===== src/rtl/qam_symbol_demapper.sv =====
// qam_symbol_demapper: 16-QAM receive-side symbol decision.
// Integrates SPS oversampled I/Q samples per symbol, slices each axis to
// the four 16-QAM levels, maps the decisions to a 4-bit symbol and buffers
// the symbols in a 4-entry first-word-fall-through FIFO with valid/ready out.
// Build option: define QAM_DEMAP_GRAY_EN for Gray mapping per axis
// (-3->00, -1->01, +1->11, +3->10); otherwise natural binary
// (-3->00, -1->01, +1->10, +3->11). Must match the modulator build.
module qam_symbol_demapper #(
  parameter int                SPS  = 8,
  parameter int                SKIP = 16,
  parameter logic signed [17:0] THR = 18'sd8192
) (
  input  logic               axi_clk,
  input  logic               axi_rstn,
  input  logic               demult_valid,
  input  logic signed [17:0] demult_i,
  input  logic signed [17:0] demult_q,
  output logic               dout_valid,
  output logic [3:0]         dout,
  input  logic               dout_ready,
  output logic               aligned,
  output logic               overflow
);

  localparam int LOG2 = $clog2(SPS);
  localparam int AW   = 18 + LOG2;
  localparam logic [LOG2-1:0] CNT_LAST  = LOG2'(SPS - 1);
  localparam logic [7:0]      SKIP_LAST = (SKIP == 0) ? 8'd0 : 8'(SKIP - 1);

  typedef enum logic {
    ST_SKIP  = 1'b0,
    ST_INTEG = 1'b1
  } state_t;

  // With no group delay to discard, reset lands directly in integration.
  localparam state_t ST_RESET = (SKIP == 0) ? ST_INTEG : ST_SKIP;

  // Symbol average: arithmetic shift right by log2(SPS), i.e. floor(sum/SPS).
  function automatic logic signed [17:0] avg_floor(input logic signed [AW-1:0] sum);
    avg_floor = sum[AW-1:LOG2];
  endfunction

  // Four-level decision on one axis, returned as the 2-bit axis code.
  function automatic logic [1:0] slice(input logic signed [17:0] avg);
    logic [1:0] lvl;  // 0:-3  1:-1  2:+1  3:+3
    if (avg >= THR)
      lvl = 2'd3;
    else if (avg >= 18'sd0)
      lvl = 2'd2;
    else if (avg >= -THR)
      lvl = 2'd1;
    else
      lvl = 2'd0;
`ifdef QAM_DEMAP_GRAY_EN
    case (lvl)
      2'd0:    slice = 2'b00;
      2'd1:    slice = 2'b01;
      2'd2:    slice = 2'b11;
      default: slice = 2'b10;
    endcase
`else
    slice = lvl;
`endif
  endfunction

  state_t                 r_state;
  state_t                 w_state_nxt;
  logic [7:0]             r_skip_cnt;
  logic [LOG2-1:0]        r_samp_cnt;
  logic signed [AW-1:0]   r_acc_i;
  logic signed [AW-1:0]   r_acc_q;
  logic                   r_sym_wr;
  logic [3:0]             r_sym;
  logic [3:0]             r_mem [0:3];
  logic [1:0]             r_wptr;
  logic [1:0]             r_rptr;
  logic [2:0]             r_count;
  logic                   r_overflow;

  logic                   w_integ_smp;
  logic                   w_dump;
  logic signed [AW-1:0]   w_ext_i;
  logic signed [AW-1:0]   w_ext_q;
  logic signed [AW-1:0]   w_sum_i;
  logic signed [AW-1:0]   w_sum_q;
  logic signed [17:0]     w_avg_i;
  logic signed [17:0]     w_avg_q;
  logic                   w_full;
  logic                   w_pop;
  logic                   w_push;

  // State register: alignment FSM.
  always_ff @(posedge axi_clk or negedge axi_rstn) begin
    if (!axi_rstn)
      r_state <= ST_RESET;
    else
      r_state <= w_state_nxt;
  end

  // Next state: leave SKIP on the SKIP-th valid sample; INTEG is terminal.
  always_comb begin
    w_state_nxt = r_state;
    if (r_state == ST_SKIP && demult_valid && r_skip_cnt == SKIP_LAST)
      w_state_nxt = ST_INTEG;
  end

  // Count discarded samples while skipping.
  always_ff @(posedge axi_clk or negedge axi_rstn) begin
    if (!axi_rstn)
      r_skip_cnt <= 8'd0;
    else if (r_state == ST_SKIP && demult_valid)
      r_skip_cnt <= r_skip_cnt + 8'd1;
  end

  assign w_integ_smp = demult_valid && (r_state == ST_INTEG);
  assign w_dump      = w_integ_smp && (r_samp_cnt == CNT_LAST);
  assign w_ext_i     = {{LOG2{demult_i[17]}}, demult_i};
  assign w_ext_q     = {{LOG2{demult_q[17]}}, demult_q};
  assign w_sum_i     = r_acc_i + w_ext_i;
  assign w_sum_q     = r_acc_q + w_ext_q;
  assign w_avg_i     = avg_floor(w_sum_i);
  assign w_avg_q     = avg_floor(w_sum_q);

  // Integrate and dump: the last sample of a symbol is folded into the
  // combinational sum and the accumulator restarts from zero.
  always_ff @(posedge axi_clk or negedge axi_rstn) begin
    if (!axi_rstn) begin
      r_acc_i    <= '0;
      r_acc_q    <= '0;
      r_samp_cnt <= '0;
    end else if (w_integ_smp) begin
      r_acc_i    <= w_dump ? '0 : w_sum_i;
      r_acc_q    <= w_dump ? '0 : w_sum_q;
      r_samp_cnt <= r_samp_cnt + LOG2'(1);
    end
  end

  // Register the decided symbol and its FIFO write strobe.
  always_ff @(posedge axi_clk or negedge axi_rstn) begin
    if (!axi_rstn) begin
      r_sym_wr <= 1'b0;
      r_sym    <= 4'd0;
    end else begin
      r_sym_wr <= w_dump;
      if (w_dump)
        r_sym <= {slice(w_avg_i), slice(w_avg_q)};
    end
  end

  assign w_full = (r_count == 3'd4);
  assign w_pop  = (r_count != 3'd0) && dout_ready;
  // A full FIFO still accepts a push when the head leaves in the same cycle.
  assign w_push = r_sym_wr && (!w_full || w_pop);

  // FIFO storage.
  always_ff @(posedge axi_clk or negedge axi_rstn) begin
    if (!axi_rstn) begin
      for (int k = 0; k < 4; k++)
        r_mem[k] <= 4'd0;
    end else if (w_push) begin
      r_mem[r_wptr] <= r_sym;
    end
  end

  // FIFO pointers and occupancy.
  always_ff @(posedge axi_clk or negedge axi_rstn) begin
    if (!axi_rstn) begin
      r_wptr  <= 2'd0;
      r_rptr  <= 2'd0;
      r_count <= 3'd0;
    end else begin
      if (w_push)
        r_wptr <= r_wptr + 2'd1;
      if (w_pop)
        r_rptr <= r_rptr + 2'd1;
      case ({w_push, w_pop})
        2'b10:   r_count <= r_count + 3'd1;
        2'b01:   r_count <= r_count - 3'd1;
        default: r_count <= r_count;
      endcase
    end
  end

  // Sticky overflow: a symbol arrived with the FIFO full and nothing leaving.
  always_ff @(posedge axi_clk or negedge axi_rstn) begin
    if (!axi_rstn)
      r_overflow <= 1'b0;
    else if (r_sym_wr && w_full && !w_pop)
      r_overflow <= 1'b1;
  end

  assign dout_valid = (r_count != 3'd0);
  assign dout       = r_mem[r_rptr];
  assign aligned    = (r_state == ST_INTEG);
  assign overflow   = r_overflow;

endmodule


===== config.mk =====
export PLATFORM = sky130hd
export DESIGN_NAME = qam_symbol_demapper
export DESIGN_NICKNAME = d
export VERILOG_FILES = /design/src/rtl/qam_symbol_demapper.sv
export SDC_FILE = /design/constraint.sdc
export NUM_CORES = 1
export LEC_CHECK = 0
export BUFFER_PORTS_ARGS = -buffer_cell sky130_fd_sc_hd__buf_2
export CAP_MARGIN = 5
export CORE_MARGIN = 3
export CORE_UTILIZATION = 45
export CTS_CLUSTER_DIAMETER = 60
export DETAILED_ROUTE_END_ITERATION = 7
export PLACE_DENSITY = 0.63
export SYNTH_ARGS = -nofsm -noshare
export SYNTH_HDL_FRONTEND = slang
export SYNTH_SLANG_ARGS = --single-unit

===== constraint.sdc =====
create_clock -name axi_clk -period 4.1 [get_ports axi_clk]
set_input_delay 0.82 -clock axi_clk [delete_from_list [all_inputs] [get_ports axi_clk]]
set_output_delay 0.82 -clock axi_clk [all_outputs]
set_load 0.01 [all_outputs]

== Word-level counts from Yosys, hierarchy flattened ==
Cells that the tools add are included.
W data, S select, Z words.

* $add $sub $neg: 8
* Multiply operators: 0
* Divide/modulo/power cells: 0
* Order comparisons: 9
* Eq/ne operators: 5
* Shift-type cells: 0
* Mux-type cells: 15
* Bitwise gates (word level): 3
* Reduce and logical (&&, ||, !) cells: 14

{| class="wikitable"
|+ Operator list
! operator !! number
|-
| $add A21 B18 Y21 || 2
|-
| $mux W21 || 2
|-
| $ge A18 B1 Y1 const B || 2
|-
| $ge A18 B14 Y1 const B || 2
|-
| $ge A18 B15 Y1 const B || 2
|-
| $bwmux W16 || 1
|-
| $mux W4 || 3
|-
| $logic_and A1 B1 Y1 || 9
|-
| $add A8 B1 Y8 const B || 1
|-
| $bmux W4 S2 || 1
|-
| $demux W4 S2 || 1
|-
| $eq A8 B4 Y1 const B || 1
|-
| $mux W2 || 4
|-
| $add A3 B1 Y3 const B || 2
|-
| $eq A3 B3 Y1 const B || 2
|-
| $ge A3 B3 Y1 const B || 2
|-
| $not A2 Y3 || 2
|-
| $pmux W3 S2 || 1
|-
| $add A2 B1 Y2 const B || 2
|-
| $lt A3 B1 Y1 const B || 1
|-
| $reduce_bool A3 Y1 || 1
|-
| $sub A3 B1 Y3 const B || 1
|-
| $eq A2 B1 Y1 const B || 1
|-
| $eq A2 B2 Y1 const B || 1
|-
| 5 further kinds || 7
|}

* Bits in registers: 83
* Bits in latches: 0
* RAM bits: 0
* ROM bits: 0
* Bits of input ports: 40
* Output and inout bits: 7
* Logic and storage cells: 69
* Memories kept: 0

== Depth between registers and ports, before layout ==
Gate-level depths: netlist of run 1.

* Word-level depth: 6
* Mapped depth: 12
* Mapped depth without buffers: 12

== Worst setup path before layout of run 1 ==
Ideal clock, no wire load.

* Kind: input port to flip-flop
* Start: input demult_q[0]
* End: register r_sym[0]
* Setup time: 0.121 ns
* Arrival time: 2.814 ns
* Required time: 3.979 ns
* Setup slack: 1.165 ns
* Stages: 12
* Path buffers: 0
* Cells stage by stage: ha_1 > inv_1 > fa_1 > nor2b_4 > o31a_1 > nor4_4 > o22ai_2 > a31oi_4 > nor2_1 > a211oi_2 > a21oi_1 > a22o_1

* Word-level cells in the longest chain between the ends: 5
* Elaborated cells on any way between the ends: 7
* Classes of those cells: add/sub: 1; order compare: 3; mux: 3

{| class="wikitable"
|+ RTL lines
! item !! line !! RTL
|-
| from (decl) || 17 || <nowiki>input logic signed [17:0] demult_q,</nowiki>
|-
| $add A21 B18 Y21 * || 120 || <nowiki>assign w_sum_q = r_acc_q + w_ext_q;</nowiki>
|-
| $ge A18 B14 Y1 || 50 || <nowiki>else if (avg >= -THR)</nowiki>
|-
| $mux W1 || 50 ||
|-
| $mux W2 || 48 || <nowiki>else if (avg >= 18'sd0)</nowiki>
|-
| $mux W2 * || 46 || <nowiki>if (avg >= THR)</nowiki>
|-
| to (signal assigned) || 146 || <nowiki>r_sym <= {slice(w_avg_i), slice(w_avg_q)};</nowiki>
|-
| to (decl) || 73 || <nowiki>logic [3:0] r_sym;</nowiki>
|}

Mark *: on every way between the ends. The rest lies on a longest branch, timed or not.
A chain may end at the register's enable or synchronous reset.

== Worst setup path in the final report of run 1 ==
Same ends and word-level chain as after synthesis.

==> metrics.txt, run 1 <==
status completed; internal power ~0.0026 W; Starting DRT DRC Count 152; sequential-to-total area share from yosys stat 37.9%; Cell Area, Synth 5480 sq um; worst slew pin tran between 1 and 1.5 ns; clock root buffer clkbuf_16; leak pwr 2.92 nW; final core occ 52.4%; final setup vio count 0; # hold bufs at CTS 0; Mapped Nets 642; starting density of the core between 40% and 50%; fin cells between 700 and 800; min cycle time layout 2.93 ns; Max Fclk 342 MHz; CP endpoint kind flip-flop; setup TNS 0 ns; PwrDens around 740 nW/um^2; synth warn 0; Setup CP Type primary input to flip-flop; unique cell type count in the Yosys netlist 68; switch share a little over two fifths; FFs w/ async S/R, synth 100%; Longest Clk Path Bufs 2; IO buf count 46; class of the worst hold path flip-flop to flip-flop; FF-to-FF path depth 12; Post-synth EDFFs 0; critical path required time 4.33 ns; max_cap viols 0; Avg WL per Cell 15.4 um; n_diodes 0; most common cell in the netlist dfrtp_1; Peak VDD IR 0.307 mV; Mapped Cells 551; gr usage total a little under a fifth; I/O Pins 47; register area 2080 sq um; flops & latches, synth 83; Cells after DPL 724; power share of the combinational group 52.3%; initial antenna violation count 0; share of cells above drive strength 1 17.9%; clock slew seen by the registers of the worst setup and hold paths around 0.070 ns; post-synth top area share 37.9%; vias in the first global route 4227; router iterations before antenna repair 5; worst rel slew slack 25.2%; clock latency on the worst-skew pair 0.34 ns; hold_ws 0.475 ns; prevailing post-synth register cell dfrtp_1; setup repair bufs after CTS 0; Worst Setup Start Kind primary input; HPWL Detailed 8170 um; Area growth syn-to-layout 11.6%; routed wire length around 11000 um; Hold Vio Cnt, Final 0; RSZ-0062 raised after global routing false; hold depth 1; GRT Residual Overflow 0; synth cell count leaders dfrtp_1, nand2_1, ha_1, o21ai_0, a21oi_1; largest net degree at the start of global routing 60; clock tree sinks 83; Final period util 71.4%; final setup skew 0.00623 ns; Clk network pwr share 17.6%; Mapped Avg Cell Area 9.94 sq um; vias post-DR 4200; total CTS buffers 9; Post-DRT Antenna Nets 0; Final Max Tran Viols 0; # DRC 0; post-synth top area cell dfrtp_1; final net count 683; # resized after CTS 0; cell row count 39; CTS tree built; sequential share of power between 30% and 40%; area of the multi-input gates 3230 sq um; ranking of synthesized cells by area dfrtp_1, ha_1, nand2_1, o21ai_0, mux2_2; die height 116 um; CP Max Fanout 4; H-tree depth 3; first-pass GRT wire length 20000 um; Core Region ~12000 sq um; Die W 116 um; die area 13500 sq um; NetSw 0.00191 W; CP arrival 3.16 ns; Vias/cell 5.68; Fill cells 1078; final RePlAce weighted congestion just over 0.8
[power groups by stage]
stage               combinational, W  sequential, W  clock, W
floorplan                    0.00194        0.00130         0
global placement             0.00229        0.00136         0
detailed placement           0.00235        0.00137         0
CTS                          0.00236        0.00136  0.000820
global route                 0.00268        0.00141  0.000861
finish                       0.00236        0.00136  0.000791
[cells in the final DEF, fill, tap and decap left out, types with 7 or more instances in the layout]
| cell | count |
|---|---|
| nor2b_1 | 8 |
| o21a_1 | 7 |
| mux2_2 | 19 |
| o21bai_1 | 8 |
| clkbuf_16 | 9 |
| nand3_1 | 11 |
| o21ai_0 | 47 |
| inv_1 | 26 |
| xor2_1 | 19 |
| nor3_1 | 10 |
| buf_2 | 45 |
| xnor2_1 | 23 |
| nor2_1 | 20 |
| a22o_1 | 10 |
| dfrtp_1 | 83 |
| ha_1 | 48 |
| a21o_1 | 10 |
| nand2_1 | 62 |
| a21oi_1 | 27 |
[cells by family (layout without fill, tap and decap cells)]
group	Yosys count	count (layout)	synth area share [%]
simple gates	143	143	12.7
compound gates	163	163	21.3
flops	83	83	37.9
buf+inv	44	90	3.24
mux	23	23	5.55
xor+xnor	44	44	7.31
fa+ha+maj	51	51	12.1
[per-stage QoR]
| step | power, W | setup WS, ns | instance area (sq um) |
|---|---|---|---|
| after floorplan | 0.00324 | 1.16 | 5480 |
| after global placement | 0.00365 | 0.939 | 5830 |
| after detailed placement | 0.00372 | 0.808 | 5830 |
| after CTS | 0.00454 | 1.18 | 6110 |
| after global routing | 0.00494 | 1.00 | 6110 |
| final | 0.00451 | 1.17 | 6110 |
[routing by layer]
| metal | share of wire [%] | global-route usage [%] | vias up |
|---|---|---|---|
| met5 | 0 | 0 | - |
| li1 | - | - | 2097 |
| met1 | 50 | 25.5 | 2013 |
| met2 | 45 | 29.5 | 78 |
| met4 | 1.2 | 5.34 | 0 |
| met3 | 3.7 | 4.15 | 12 |
[flip-flops by register name, summed over array words and instances, names as in the netlist]
name and flops:
r_skip_cnt 8, r_sym_wr 1, r_wptr 2, aligned 1
overflow 1, r_sym 4, r_acc_q 21, r_count 3
r_acc_i 21, r_mem 16, r_samp_cnt 3, r_rptr 2
[area by class of cell]
type | instances | area share (%)
Clock buffer | 9 | 3.68
Clock inverter | 7 | 0.982
Inverter | 26 | 1.60
Multi-Input combinational cell | 424 | 52.8
Sequential cell | 83 | 34.0
Tap cell | 143 | 2.93
Timing Repair Buffer | 48 | 4.05
[worst max-delay path, cell delays in order]
cell	delay, ns
buf_2	0.10
ha_1	0.20
inv_1	0.07
fa_1	0.23
nor2b_4	0.06
o31a_1	0.28
nor4_4	0.28
o22ai_2	0.16
a31oi_4	0.27
nor2_1	0.10
a211oi_2	0.27
a21oi_1	0.11
a22o_1	0.21
[path summary, 6_finish.rpt]
path                                         from                      end  slack, ns
hold reg to reg                r_sym_wr$_DFF_PN0_     overflow$_DFFE_PN0P_       0.48
setup reg to reg           r_acc_q[0]$_DFFE_PN0P_     r_sym[0]$_DFFE_PN0P_       1.37
hold / removal                 r_sym_wr$_DFF_PN0_     overflow$_DFFE_PN0P_       0.48
setup / recovery                      demult_q[0]     r_sym[0]$_DFFE_PN0P_       1.17
min in group asynchronous                axi_rstn  r_acc_i[11]$_DFFE_PN0P_       0.55
max in group asynchronous                axi_rstn   r_count[1]$_DFFE_PN0P_       2.71
(Power assumes the default switching activity.)
==> run 2: changes to the inputs <==
clock period = 2.9 ns   (was 4.1 ns; I/O delays follow)
==> run 2 against run 1 <==
  * Setup slack worse by 0.91 ns
  * Combinational power grew 49%
  * Via count rose by 0.76%
  * Global-route usage shrank 0.16 points
  * Clock-buffer cell count grew 1
  * Non-clock buffer count is 22 higher
==> metrics.txt, run 2 (same netlist as run 1, synthesis figures left out) <==
status completed; first-pass GRT wire length 20000 um; # DRC 0; gr usage total 18.4%; # hold bufs at CTS 0; I/O Pins 47; Starting DRT DRC Count 174; PwrDens about 1000 nW/um^2; leak pwr between 3 and 4 nW; router iterations before antenna repair 6; commonest non-fill, non-tap cell in the layout dfrtp_1; critical path required time 3.13 ns; # resized after CTS 0; clock tree sinks 83; CP endpoint kind flip-flop; Post-DP Area 6010 sq um; CP arrival 2.87 ns; clock root buffer clkbuf_16; final setup skew ~0.0062 ns; die area roughly 14000 sq um; Fill cells 1072; routed wire length approximately 11000 um; FF-to-FF path depth 12; starting density of the core 47.0%; class of the worst hold path primary input to async pin; largest net degree at the start of global routing 52; CP Max Fanout 4; Final Max Tran Viols 0; Max Fclk 379 MHz; Post-DRT Antenna Nets 0; Worst Setup Start Kind flip-flop; Regs by FF count r_acc_i x21, r_acc_q x21, r_mem x16; final worst slack roughly 0.26 ns; Avg WL per Cell 15.0 um; CTS tree built; setup repair bufs after CTS 0; cell area after layout 6300 sq um; Hold Vio Cnt, Final 0; Final period util between 90 and 100%; HPWL Detailed approximately 8600 um; IO buf count 46; worst rel slew slack 67.8%; die height 116 um; total CTS buffers 9; most frequent cells in the layout dfrtp_1, nand2_1, ha_1, o21ai_0, buf_2; max_cap viols 0; final setup vio count 0; Core Region 11700 sq um; clock latency on the worst-skew pair about 0.34 ns; final net count 705; final RePlAce weighted congestion 0.875; RSZ-0062 raised after global routing false; share of cells above drive strength 1 20.7%; n_diodes 0; final core occ 54.0%; Setup CP Type flip-flop to flip-flop; pre-CTS WS -0.0677 ns; vias post-DR ~4200; vias in the first global route 4357; worst slew pin tran around 0.48 ns; clock slew seen by the registers of the worst setup and hold paths 0.07 ns; Die W 116 um; H-tree depth 3; cell row count 39; min cycle time layout 2.64 ns; Peak VDD IR 0.429 mV; Longest Clk Path Bufs 2; Vias/cell 5.55; initial antenna violation count 0; Area growth syn-to-layout 15.0%; GRT Residual Overflow 0
run 2: power by group:
part / switching [W] / internal (W) / leakage (nW)
Combinational: 0.00187 / 0.00165 / 1.84
Clock: 0.000484 / 0.000669 / 0.143
Sequential: 0.000330 / 0.00159 / 1.06
run 2: worst paths after layout:
kind	startpoint	to	slack, ns
max reg2reg	r_acc_q[0]$_DFFE_PN0P_	r_sym[0]$_DFFE_PN0P_	0.26
max in group asynchronous	axi_rstn	r_mem[0]$_DFFE_PN0P_	2.10
max	r_acc_q[0]$_DFFE_PN0P_	r_sym[0]$_DFFE_PN0P_	0.26
min in group axi_clk	overflow$_DFFE_PN0P_	overflow$_DFFE_PN0P_	0.47
min	axi_rstn	r_acc_i[11]$_DFFE_PN0P_	0.18
min reg2reg	overflow$_DFFE_PN0P_	overflow$_DFFE_PN0P_	0.47
run 2: layout make-up:
class / instances / area (sq um) / area share (%)
Clock buffer: 10 / 229 / 3.63
Clock inverter: 6 / 65.1 / 1.03
Inverter: 26 / 97.6 / 1.55
Multi-Input combinational cell: 424 / 3230 / 51.2
Sequential cell: 83 / 2080 / 33.0
Tap cell: 143 / 179 / 2.84
Timing Repair Buffer: 70 / 425 / 6.75
run 2: metal layers:
metal / vias up / share of wire, % / wire length, um / track usage [%]
li1: 2140 / - / - / -
met1: 2019 / 50 / 5670 / 24.8
met2: 62 / 46 / 5250 / 30.1
met3: 11 / 2.9 / 333 / 3.21
met4: 0 / 1.3 / 145 / 5.80
met5: - / 0 / 0 / 0
run 2: stage by stage:
step	hold slack, ns	std cells	TNS, ns	total power [W]
2_1_floorplan	0.284	551	0	0.00458
3_3_place_gp	0.449	746	-0.0133	0.00534
3_5_place_dp	0.452	746	-0.102	0.00546
4_1_cts	0.203	762	0	0.00665
5_1_grt	0.207	762	0	0.00722
6_report	0.185	762	0	0.00660
run 2: critical path, cell delays in order (launching register included):
cell	delay, ns
dfrtp_1	0.38
ha_1	0.19
inv_1	0.07
fa_1	0.22
nor2b_4	0.05
o31a_1	0.28
nor4_4	0.29
o22ai_2	0.15
a31oi_4	0.25
nor2_1	0.08
a211oi_2	0.24
a21oi_1	0.11
a22o_1	0.20
==> run 3: changes to the inputs <==
BUFFER_PORTS_ARGS = -buffer_cell sky130_fd_sc_hd__buf_4   (was -buffer_cell sky130_fd_sc_hd__buf_2)
CORE_MARGIN = unset   (was 3)
==> run 3 against run 2 <==
  * The run now ends with DRC left
  * Via count is 0.57% lower
  * Critical endpoint unchanged
  * Global-route usage grew 1.4 points
  * Die area fell by 6.8%
  * Flip-flop and latch count is the same
==> metrics.txt, run 3 (same netlist as run 1, synthesis figures left out) <==
largest net degree at the start of global routing 84; first-pass GRT wire length 20100 um; setup TNS 0 ns; worst slew pin tran 0.591 ns; min cycle time layout 2.68 ns; I/O Pins 47; fin cells around 760; # DRC 2; CP Max Fanout 4; switch share 41.0%; max_cap viols 0; die height 112 um; Worst Setup Start Kind flip-flop; setup repair bufs after CTS 0; router iterations before antenna repair 6; CP arrival 2.91 ns; share of cells above drive strength 1 between 20% and 30%; class of the worst hold path primary input to async pin; Setup CP Type flip-flop to flip-flop; CP delay by family, top compound AO/OA/AOI/OAI gates; PwrDens 1030 nW/um^2; IO buf count 46; Avg WL per Cell 14.8 um; final RePlAce weighted congestion 0.857; GRT Residual Overflow 0; Core Region ~12000 sq um; clock latency on the worst-skew pair around 0.34 ns; Clk network pwr share 16.8%; Fill cells between 1000 and 1500; routed wire length around 11000 um; starting density of the core 47.0%; # hold bufs at CTS 0; Starting DRT DRC Count about 170; vias in the first global route 4369; sequential share of power between 20% and 30%; failing checks DRC; Post-DRT Antenna Nets 0; worst rel slew slack between 60 and 70%; CP endpoint kind flip-flop; final setup vio count 0; final setup skew between 0.004 and 0.005 ns; most frequent cells in the layout dfrtp_1, buf_4, nand2_1, ha_1, o21ai_0; critical-path cell list ha_1 > inv_1 > fa_1 > nor2b_4 > o31a_1 > nor4_4 > o22ai_2 > a31oi_4 > nor2_1 > a211oi_2 > a21oi_1 > a22o_1; final net count 706; RSZ-0062 raised after global routing false; # resized after CTS 0; CTS tree built; Max Fclk about 370 MHz; Hold Vio Cnt, Final 0; Cells after DPL 747; Final period util 92.4%; Longest Clk Path Bufs 2; vias post-DR ~4200; CP max stage delay between 0.3 and 0.4 ns; buffers and inverters on the worst path 1; Area growth syn-to-layout 17.1%; status complete, but fails checks; commonest non-fill, non-tap cell in the layout dfrtp_1; gr usage total 19.8%; HPWL Detailed 8290 um; Vias/cell 5.52; leak pwr around 3.1 nW; die area between 10000 and 15000 sq um; clock root buffer clkbuf_16; cell row count 39; slowest CP cell dfrtp_1; NetSw 0.00270 W; internal power 0.00389 W; clock tree sinks 83; critical path required time 3.13 ns; H-tree depth 3; Peak VDD IR 0.495 mV; Die W between 100 and 150 um; Regs by FF count r_acc_i x21, r_acc_q x21, r_mem x16; clock slew seen by the registers of the worst setup and hold paths 0.06 ns; total CTS buffers 9; Final Max Tran Viols 0; n_diodes 0; initial antenna violation count 0; power share of the combinational group 54.0%
[run 3: cell count changes in the layout (fill, tap and decap cells not counted)]
| cell | delta |
|---|---|
| clkinvlp_4 | +1 |
| bufinv_16 | -1 |
| clkbuf_8 | +1 |
| clkbuf_1 | -1 |
| inv_8 | +1 |
| clkinv_2 | -1 |
| buf_2 | -45 |
| buf_4 | +46 |
[run 3: final timing paths]
kind	slack (ns)	from	end	cells past startpoint
worst min register to register	0.48	r_skip_cnt[3]$_DFFE_PN0P_	r_skip_cnt[3]$_DFFE_PN0P_	1
worst max register to register	0.22	r_acc_q[0]$_DFFE_PN0P_	r_sym[0]$_DFFE_PN0P_	12
worst max-delay path	0.22	r_acc_q[0]$_DFFE_PN0P_	r_sym[0]$_DFFE_PN0P_	12
min in group axi_clk	0.48	r_skip_cnt[3]$_DFFE_PN0P_	r_skip_cnt[3]$_DFFE_PN0P_	1
max in group asynchronous	2.28	axi_rstn	r_skip_cnt[3]$_DFFE_PN0P_	2
worst min-delay path	0.26	axi_rstn	r_acc_i[11]$_DFFE_PN0P_	2
[run 3: power by group through the flow]
stage,Clock [W],Sequential [W],Combinational (W)
detailed placement,0,0.00194,0.00356
finish,0.00111,0.00193,0.00356
global placement,0,0.00192,0.00346
floorplan,0,0.00184,0.00274
global route,0.00119,0.00199,0.00404
CTS,0.00115,0.00193,0.00358
[run 3: layer usage]
layer | wire length, um | track usage, %
met3 | 321 | 3.46
met1 | 5690 | 26.5
met4 | 152 | 7.11
met2 | 5110 | 32.4
met5 | 0 | 0
[run 3: final cells by class]
class / count / area (sq um) / area share [%]
Inverter: 26 / 97.6 / 1.52
Timing Repair Buffer: 71 / 546 / 8.51
Tap cell: 143 / 179 / 2.79
Clock buffer: 10 / 239 / 3.73
Sequential cell: 83 / 2080 / 32.4
Multi-Input combinational cell: 424 / 3230 / 50.3
Clock inverter: 6 / 48.8 / 0.761
[run 3: worst reg2reg max path, stage by stage, from the launching register on]
cell and delay (ns):
dfrtp_1 0.38, ha_1 0.19, inv_1 0.07, fa_1 0.23, nor2b_4 0.05, o31a_1 0.28
nor4_4 0.30, o22ai_2 0.15, a31oi_4 0.25, nor2_1 0.09, a211oi_2 0.27, a21oi_1 0.11
a22o_1 0.20
[run 3: per-stage QoR]
stage                     hold WS [ns]  instance area (sq um)  setup slack, ns  utilization, %  total power (W)
final                            0.260                   6410            0.219            55.0          0.00659
after global routing             0.312                   6410           0.0256            55.0          0.00722
after CTS                        0.288                   6410            0.207            55.0          0.00665
after detailed placement         0.462                   6130           -0.106            52.5          0.00550
after global placement           0.455                   6130          -0.0357            52.5          0.00539
after floorplan                  0.284                   5480            0.205               -          0.00458
